### config.mk
export PLATFORM = sky130hd
export DESIGN_NAME = dlfloat_operand_tx_flat
export DESIGN_NICKNAME = d
export VERILOG_FILES = /design/src/rtl/dlfloat_pkg.sv /design/src/rtl/dlfloat_operand_tx_if.sv /design/src/rtl/dlfloat_lat_counter.sv /design/src/rtl/dlfloat_operand_tx.sv /design/src/flat_wrapper.sv
export SDC_FILE = /design/constraint.sdc
export NUM_CORES = 1
export LEC_CHECK = 0
export CAP_MARGIN = 20
export CORE_ASPECT_RATIO = 1.1
export CORE_MARGIN = 2
export CORE_UTILIZATION = 42
export DETAILED_ROUTE_END_ITERATION = 16
export PLACE_DENSITY = 0.9
export SYNTH_ARGS = -nofsm -noshare
export SYNTH_HDL_FRONTEND = slang
export SYNTH_SLANG_ARGS = --single-unit
export TNS_END_PERCENT = 30
### constraint.sdc
create_clock -name clk -period 4.3 [get_ports clk]
set_input_delay 0.86 -clock clk [delete_from_list [all_inputs] [get_ports clk]]
set_output_delay 0.86 -clock clk [all_outputs]
set_load 0.1 [all_outputs]
### src/rtl/dlfloat_pkg.sv
// Shared DLFloat16 types, field widths and the operand transmitter state encoding.
package dlfloat_pkg;

  localparam int EXP_W  = 6;
  localparam int MANT_W = 9;

  typedef logic [15:0] dlfloat16_t;

  typedef enum logic [1:0] {
    IDLE   = 2'd0,
    SEND_A = 2'd1,
    SEND_B = 2'd2,
    WAIT   = 2'd3
  } tx_state_t;

  // True when the exponent field (bits [14:9]) is all zeros.
  function automatic logic exp_is_zero(dlfloat16_t v);
    return v[MANT_W +: EXP_W] == '0;
  endfunction

endpackage

### src/rtl/dlfloat_operand_tx_if.sv
// Operand/result bus between a DLFloat16 source, the transmitter and the MAC pins.
interface dlfloat_operand_tx_if;
  import dlfloat_pkg::*;

  logic       in_valid;
  logic       in_ready;
  dlfloat16_t in_a;
  dlfloat16_t in_b;
  dlfloat16_t data_out;
  logic       data_valid;
  logic       data_phase;
  dlfloat16_t res_in;
  dlfloat16_t res_out;
  logic       res_valid;
  logic       res_zero;
  logic       busy;

  modport master (
    output in_valid, in_a, in_b, res_in,
    input  in_ready, data_out, data_valid, data_phase, res_out, res_valid, res_zero, busy
  );

  modport slave (
    input  in_valid, in_a, in_b, res_in,
    output in_ready, data_out, data_valid, data_phase, res_out, res_valid, res_zero, busy
  );

endinterface

### src/rtl/dlfloat_lat_counter.sv
// Loadable 4-bit down counter that flags when it holds exactly one.
module dlfloat_lat_counter (
  input  logic       clk,
  input  logic       rst,
  input  logic       load,
  input  logic [3:0] load_val,
  input  logic       dec,
  output logic       is_one
);

  logic [3:0] count_q, count_d;

  always_comb begin
    count_d = count_q;
    if (load) begin
      count_d = load_val;
    end else if (dec && (count_q != 4'd0)) begin
      count_d = count_q - 4'd1;
    end
  end

  always_ff @(posedge clk) begin
    if (rst) begin
      count_q <= 4'd0;
    end else begin
      count_q <= count_d;
    end
  end

  assign is_one = (count_q == 4'd1);

endmodule

### src/rtl/dlfloat_operand_tx.sv
// Serializes a DLFloat16 operand pair (A then B) onto the MAC pin bus and optionally
// captures the returned result after RESULT_LATENCY cycles (DLFLOAT_TX_RESULT_CAPTURE_EN).
module dlfloat_operand_tx
  import dlfloat_pkg::*;
#(
  parameter int RESULT_LATENCY = 4
) (
  input logic                 clk,
  input logic                 rst,
  dlfloat_operand_tx_if.slave bus
);

  tx_state_t  state_q, state_d;
  dlfloat16_t a_q, a_d;
  dlfloat16_t b_q, b_d;
  logic       in_ready;
  logic       accept;
  dlfloat16_t data_out;
  logic       data_valid;
  logic       data_phase;

`ifdef DLFLOAT_TX_RESULT_CAPTURE_EN
  logic       cnt_is_one;
  logic       capture;
  dlfloat16_t res_out_q, res_out_d;
  logic       res_valid_q, res_valid_d;
  logic       res_zero_q, res_zero_d;

  dlfloat_lat_counter u_lat_counter (
    .clk      (clk),
    .rst      (rst),
    .load     (state_q == SEND_B),
    .load_val (4'(RESULT_LATENCY)),
    .dec      (state_q == WAIT),
    .is_one   (cnt_is_one)
  );

  // A result is pending from SEND_A through WAIT, so only IDLE may accept.
  assign in_ready = (state_q == IDLE);
`else
  localparam int unused_latency = RESULT_LATENCY;
  logic unused_res_in;
  assign unused_res_in = ^bus.res_in;

  // Accepting during SEND_B lets pairs stream back-to-back, one word per cycle.
  assign in_ready = (state_q == IDLE) || (state_q == SEND_B);
`endif

  assign accept = in_ready & bus.in_valid;

  // NOTE: every output of this block gets a default first so no path leaves it
  // unassigned, which would otherwise infer a latch.
  always_comb begin
    state_d    = state_q;
    a_d        = a_q;
    b_d        = b_q;
    data_out   = '0;
    data_valid = 1'b0;
    data_phase = 1'b0;
`ifdef DLFLOAT_TX_RESULT_CAPTURE_EN
    capture    = 1'b0;
`endif
    if (accept) begin
      a_d = bus.in_a;
      b_d = bus.in_b;
    end
    unique case (state_q)
      IDLE: begin
        if (accept) state_d = SEND_A;
      end
      SEND_A: begin
        data_out   = a_q;
        data_valid = 1'b1;
        state_d    = SEND_B;
      end
      SEND_B: begin
        data_out   = b_q;
        data_valid = 1'b1;
        data_phase = 1'b1;
`ifdef DLFLOAT_TX_RESULT_CAPTURE_EN
        state_d    = WAIT;
`else
        state_d    = accept ? SEND_A : IDLE;
`endif
      end
`ifdef DLFLOAT_TX_RESULT_CAPTURE_EN
      WAIT: begin
        if (cnt_is_one) begin
          capture = 1'b1;
          state_d = IDLE;
        end
      end
`endif
      default: state_d = IDLE;
    endcase
  end

  // NOTE: sequential state uses non-blocking assignments so every flop samples
  // the pre-edge values regardless of statement order.
  always_ff @(posedge clk) begin
    if (rst) begin
      state_q <= IDLE;
      a_q     <= '0;
      b_q     <= '0;
    end else begin
      state_q <= state_d;
      a_q     <= a_d;
      b_q     <= b_d;
    end
  end

`ifdef DLFLOAT_TX_RESULT_CAPTURE_EN
  always_comb begin
    res_out_d   = res_out_q;
    res_zero_d  = res_zero_q;
    res_valid_d = capture;
    if (capture) begin
      res_out_d  = bus.res_in;
      res_zero_d = exp_is_zero(bus.res_in);
    end
  end

  always_ff @(posedge clk) begin
    if (rst) begin
      res_out_q   <= '0;
      res_valid_q <= 1'b0;
      res_zero_q  <= 1'b0;
    end else begin
      res_out_q   <= res_out_d;
      res_valid_q <= res_valid_d;
      res_zero_q  <= res_zero_d;
    end
  end

  assign bus.res_out   = res_out_q;
  assign bus.res_valid = res_valid_q;
  assign bus.res_zero  = res_zero_q;
`else
  assign bus.res_out   = '0;
  assign bus.res_valid = 1'b0;
  assign bus.res_zero  = 1'b0;
`endif

  assign bus.in_ready   = in_ready;
  assign bus.data_out   = data_out;
  assign bus.data_valid = data_valid;
  assign bus.data_phase = data_phase;
  assign bus.busy       = (state_q != IDLE);

endmodule

### src/flat_wrapper.sv
// flat-port wrapper written by rule: the top's interface ports become plain ports
module dlfloat_operand_tx_flat import dlfloat_pkg::*;
#(
  parameter int RESULT_LATENCY = 4
)
  (clk, rst, bus_in_valid, bus_in_a, bus_in_b, bus_res_in, bus_in_ready, bus_data_out, bus_data_valid, bus_data_phase, bus_res_out, bus_res_valid, bus_res_zero, bus_busy);
  dlfloat_operand_tx_if bus_i ();
  input logic clk;
  input logic rst;
  input wire logic [$bits(bus_i.in_valid)-1:0] bus_in_valid;
  input wire logic [$bits(bus_i.in_a)-1:0] bus_in_a;
  input wire logic [$bits(bus_i.in_b)-1:0] bus_in_b;
  input wire logic [$bits(bus_i.res_in)-1:0] bus_res_in;
  output wire logic [$bits(bus_i.in_ready)-1:0] bus_in_ready;
  output wire logic [$bits(bus_i.data_out)-1:0] bus_data_out;
  output wire logic [$bits(bus_i.data_valid)-1:0] bus_data_valid;
  output wire logic [$bits(bus_i.data_phase)-1:0] bus_data_phase;
  output wire logic [$bits(bus_i.res_out)-1:0] bus_res_out;
  output wire logic [$bits(bus_i.res_valid)-1:0] bus_res_valid;
  output wire logic [$bits(bus_i.res_zero)-1:0] bus_res_zero;
  output wire logic [$bits(bus_i.busy)-1:0] bus_busy;
  assign bus_i.in_valid = bus_in_valid;
  assign bus_i.in_a = bus_in_a;
  assign bus_i.in_b = bus_in_b;
  assign bus_i.res_in = bus_res_in;
  assign bus_in_ready = bus_i.in_ready;
  assign bus_data_out = bus_i.data_out;
  assign bus_data_valid = bus_i.data_valid;
  assign bus_data_phase = bus_i.data_phase;
  assign bus_res_out = bus_i.res_out;
  assign bus_res_valid = bus_i.res_valid;
  assign bus_res_zero = bus_i.res_zero;
  assign bus_busy = bus_i.busy;
  dlfloat_operand_tx #(.RESULT_LATENCY(RESULT_LATENCY)) u_core (.clk(clk), .rst(rst), .bus(bus_i));
endmodule
Yosys cells after proc, flatten, opt, wreduce, memory -nomap -nowiden
Index checks and enable logic that the tools add are counted.
{"block": "op_classes", "eq_ne": 3, "muxes": 6, "n_bitwise": 1, "n_reduce_logical": 4}
{"cell": "$pmux 16 s2", "n": 1}
{"cell": "$pmux 2 s3", "n": 1}
{"cell": "$mux 1", "n": 3}
{"cell": "$eq 2x1->1 const B", "n": 1}
{"cell": "$eq 2x2->1 const B", "n": 1}
{"cell": "$logic_not 2->1", "n": 1}
{"cell": "$mux 2", "n": 1}
{"cell": "$ne 2x1->1 const B", "n": 1}
{"cell": "$reduce_bool 2->1", "n": 1}
{"cell": "$reduce_or 2->1", "n": 1}
{"cell": "$and 1x1->1", "n": 1}
{"cell": "$logic_or 1x1->1", "n": 1}
{"block": "word_totals", "ff_bits": 34, "input_bits": 51, "output_inout_bits": 38, "elab_cells": 17}

Depth between registers and ports, before layout
{"block": "depth", "word_depth": 5, "depth_mapped": 7, "depth_no_buf": 5}

Worst setup path before layout
OpenSTA, ideal clock, no wires.
{"block": "synth_path", "path_type": "reg2out", "startpoint": "reg u_core.state_q[0]", "endpoint": "out bus_data_out[0]", "t_arrival_ps": 3230, "required_ps": 3440, "slack_ps": 210, "stages_incl_launch_ff": 7, "path_buffers": 2, "cell_sequence": "dfxtp_1 > inv_1 > ha_1 > buf_6 > clkbuf_1 > a22oi_1 > nor2b_1"}
{"block": "synth_between", "elab_chain_len": 2, "elab_cells_between_ends": 3}
{"element": "start, declared", "line": "dlfloat_operand_tx.sv:13", "rtl": "tx_state_t state_q, state_d;"}
{"element": "start signal, assigned", "line": "dlfloat_operand_tx.sv:106", "rtl": "state_q <= state_d;"}
{"element": "$eq 2x2->1 or $eq 2x1->1 (tied branches)", "line": "dlfloat_operand_tx.sv:67", "rtl": "unique case (state_q)"}
{"element": "$pmux 16 s2 *", "line": "dlfloat_operand_tx.sv:67"}
{"element": "end, declared", "line": "flat_wrapper.sv:15", "rtl": "output wire logic [$bits(bus_i.data_out)-1:0] bus_data_out;"}
Every way passes the cells marked *; elsewhere a longest branch is shown, timed or not.

Final worst setup path
{"block": "layout_path", "startpoint": "reg u_core.state_q[0]", "endpoint": "out bus_busy"}
{"block": "layout_between", "elab_chain_len": 1}
{"element": "$reduce_bool 2->1", "line": "dlfloat_operand_tx.sv:148", "rtl": "assign bus.busy = (state_q != IDLE);"}
{"element": "end, declared", "line": "flat_wrapper.sv:21", "rtl": "output wire logic [$bits(bus_i.busy)-1:0] bus_busy;"}
Every way passes these cells.

==> impl_metrics.yaml <==
outcome:
  outcome: "completed"
synth:
  synth_area_leader_cell: "dfxtp_1"
  yosysUniqueCellTypes: 21
  syn_area_mm2: 0.001703
  async_flop_share_pct: 0
  synth-edff-count: 0
  yosysSeqAreaShare_pct: 39.97
  ys_top_cells_by_area: "dfxtp_1 (40%), nand2_1 (14%), a21oi_1 (9.7%)"
  syn_inst: 217
  yosysWarnings: 0
  synth_top_area_share_pct: 39.97
  yosys-top-cells-count: "nand2_1 (64), dfxtp_1 (34), a21oi_1 (33), buf_4 (18)"
  yosys_most_used_dff: "dfxtp_1"
  synth_most_common_cell: "nand2_1"
  avgSynthCellArea_um2: 7.847
  ys_ff_latch: 34
clock_tree:
  clk_pin_slew_ns: 0.06
  cts.sinks: 34
  root_buffer: "clkbuf_8"
  cts_max_level: 2
  post_cts_buffers: 0
  cts_resized: 0
  numCtsBuffers: 5
  clock_latency_ns: 0.27
  cts_tree: "built"
  ctsHoldBuffers: 0
  clock_path_buffers: 2
routing:
  wl_per_cell_um: 11.58
  firstDrtPassIters: 4
  via_count: 1522
  drtIter0Drc: 69
  routed_wl_um: 3649
  drc: 0
  ant_nets: 0
  vias_per_cell: 4.832
final_layout:
  drive_above_1_share_pct: 10.65
  fin_util_pct: 55.66
  area_growth_pct: 28.58
  n_antenna_cell: 0
  fin_area_mm2: 0.002190
  final_cells: 315
  nNetsFinal: 321
sta:
  tightest_slew_ns: 0.9923
  finalCritPeriodShare_pct: 74.25
  slew_violations: 0
  hold_viol_final: 0
  setup_tns_ns: 0
  relSlewSlack_pct: 33.64
  setup_viol_count_final: 0
  fin_ws_ns: 1.107
  finalClockSkew_ns: 0.004045
  rsz0062_at_grt: "false"
  timing.fmax_mhz: 313.2
  min_period_ns: 3.193
setup_path:
  path_class: "reg2out"
  r2r_setup_slack_ns: 1.96
  r2r_cells: 5
  arrival_ns: 2.33
  crit_fanout: 5
  r2r_start: "u_core.state_q[0]$_SDFFE_PP0P_"
  crit_path_end_kind: "output pin"
  r2r-end: "u_core.state_q[0]$_SDFFE_PP0P_"
  crit_required_ns: 3.44
  critPathLaunchType: "register"
power_and_ir_drop:
  internal-power_uw: 557.0
  switching_share_pct: 41.02
  p_clk_share_pct: 22.3
  p_sw_uw: 387.3
  p_comb_share_pct: 39.0
  vdd_drop_max_v: 0.0002139
  sequentialPowerShare_pct: 38.7
  power_density_mw_per_mm2: 431.3
  p_leak_uw: 0.0008553
flow_run:
  maxCapViolCount: 0
min_path:
  min-delay-start: "u_core.b_q[9]$_SDFFE_PP0P_"
  hp-class: "reg2reg"
  hold_path_depth: 2
  hold_end: "u_core.b_q[9]$_SDFFE_PP0P_"
global_routing:
  grt_overflow: 0
  grt_pass1_wl_um: 6120
  grt_pass1_vias: 1391
  track_usage_pct: 16.76
  grt_start_max_net_pins: 36
  grt_antenna_before_repair: 0
floorplanning:
  std_cell_rows: 24
  pin_count: 89
  die_area_mm2: 0.004580
  die_h_um: 70.78
  start_util_pct: 43.29
  core-area_mm2: 0.003934
  chipWidth_um: 64.71
placement:
  numPortBuffers: 54
  dp_cells: 308
  gp_congestion: 0.7322
  dp_worst_setup_slack_ns: 1.426
  place_area_mm2: 0.002113
  hpwl_um: 2423
-- final cells by class --
cell class                 count  area (µm²)
tap                           52       65.06
clock buffer                   7       76.32
multi-input combinational    164       848.3
fill                         390        1744
inverter                       3       11.26
timing repair buffer          55       508.0
sequential                    34       680.7
-- cells by family after synthesis --
| kind of cell | Yosys count | share of synthesized area, % |
|---|---|---|
| simple gates | 86 | 21.82 |
| compound gates | 53 | 18.88 |
| buf+inv | 36 | 13.96 |
| flops | 34 | 39.97 |
| fa+ha+maj | 7 | 5.143 |
| other cells | 1 | 0.2202 |
-- how the worst max path moves through the flow --
stage | from | end | slack [ns] | depth (start not counted)
final | u_core.state_q[0]$_SDFFE_PP0P_ | bus_busy | 1.11 | 4
after CTS | u_core.state_q[0]$_SDFFE_PP0P_ | bus_busy | 1.11 | 4
after detailed placement | u_core.state_q[0]$_SDFFE_PP0P_ | bus_busy | 1.43 | 4
after floorplan | u_core.state_q[0]$_SDFFE_PP0P_ | bus_data_out[0] | 0.21 | 6
after global routing | u_core.state_q[0]$_SDFFE_PP0P_ | bus_busy | 1.02 | 4
after global placement | u_core.state_q[0]$_SDFFE_PP0P_ | bus_busy | 1.46 | 4
-- sequential cells by signal, summed over array words and instances, names as in the netlist --
register and count:
u_core.b_q 16, u_core.a_q 16, u_core.state_q 2
-- layer usage --
layer  track usage (%)  routed length, µm  part of all wire (%)  vias up
met3             4.293                209                   5.7        2
met2             29.55               1870                    51       47
met5                 0                  0                     0        -
met1             19.82               1555                    43      709
li1                  -                  -                     -      764
met4             5.201                 14                  0.38        0
-- critical path, cell delays in order (launching register included) --
cell and delay (ns):
dfxtp_1 0.42, inv_1 0.13, ha_1 0.26, inv_1 0.09
clkdlybuf4s50_1 1.15
-- power by group through the flow --
stage               Clock (µW)  Combinational (µW)  Sequential (µW)
floorplan                    0                 315              368
global placement             0                 363              371
detailed placement           0                 370              372
CTS                        220                 371              365
global route               239                 393              370
finish                     211                 368              366
-- placed cells by master (no fill, tap or decap) --
cell type	n
buf_8	1
dfxtp_1	34
inv_1	3
conb_1	18
a21oi_1	33
a31oi_1	1
clkdlybuf4s50_1	35
nor2b_1	16
ha_1	7
nand2_1	64
nor2_1	1
or3_1	1
buf_4	19
clkbuf_1	2
nand3_1	3
o21a_2	1
or2_2	1
a22oi_1	16
o21ai_0	1
clkbuf_8	5
o21ai_4	1
-- through the flow --
stage | hold slack (ns) | total power [µW]
2_1_floorplan | 0.4360 | 683.4
3_3_place_gp | 0.4422 | 733.7
3_5_place_dp | 0.4471 | 742.5
4_1_cts | 0.4561 | 955.8
5_1_grt | 0.4788 | 1003
6_report | 0.4553 | 944.3
Power figures use the tool's default switching activity.
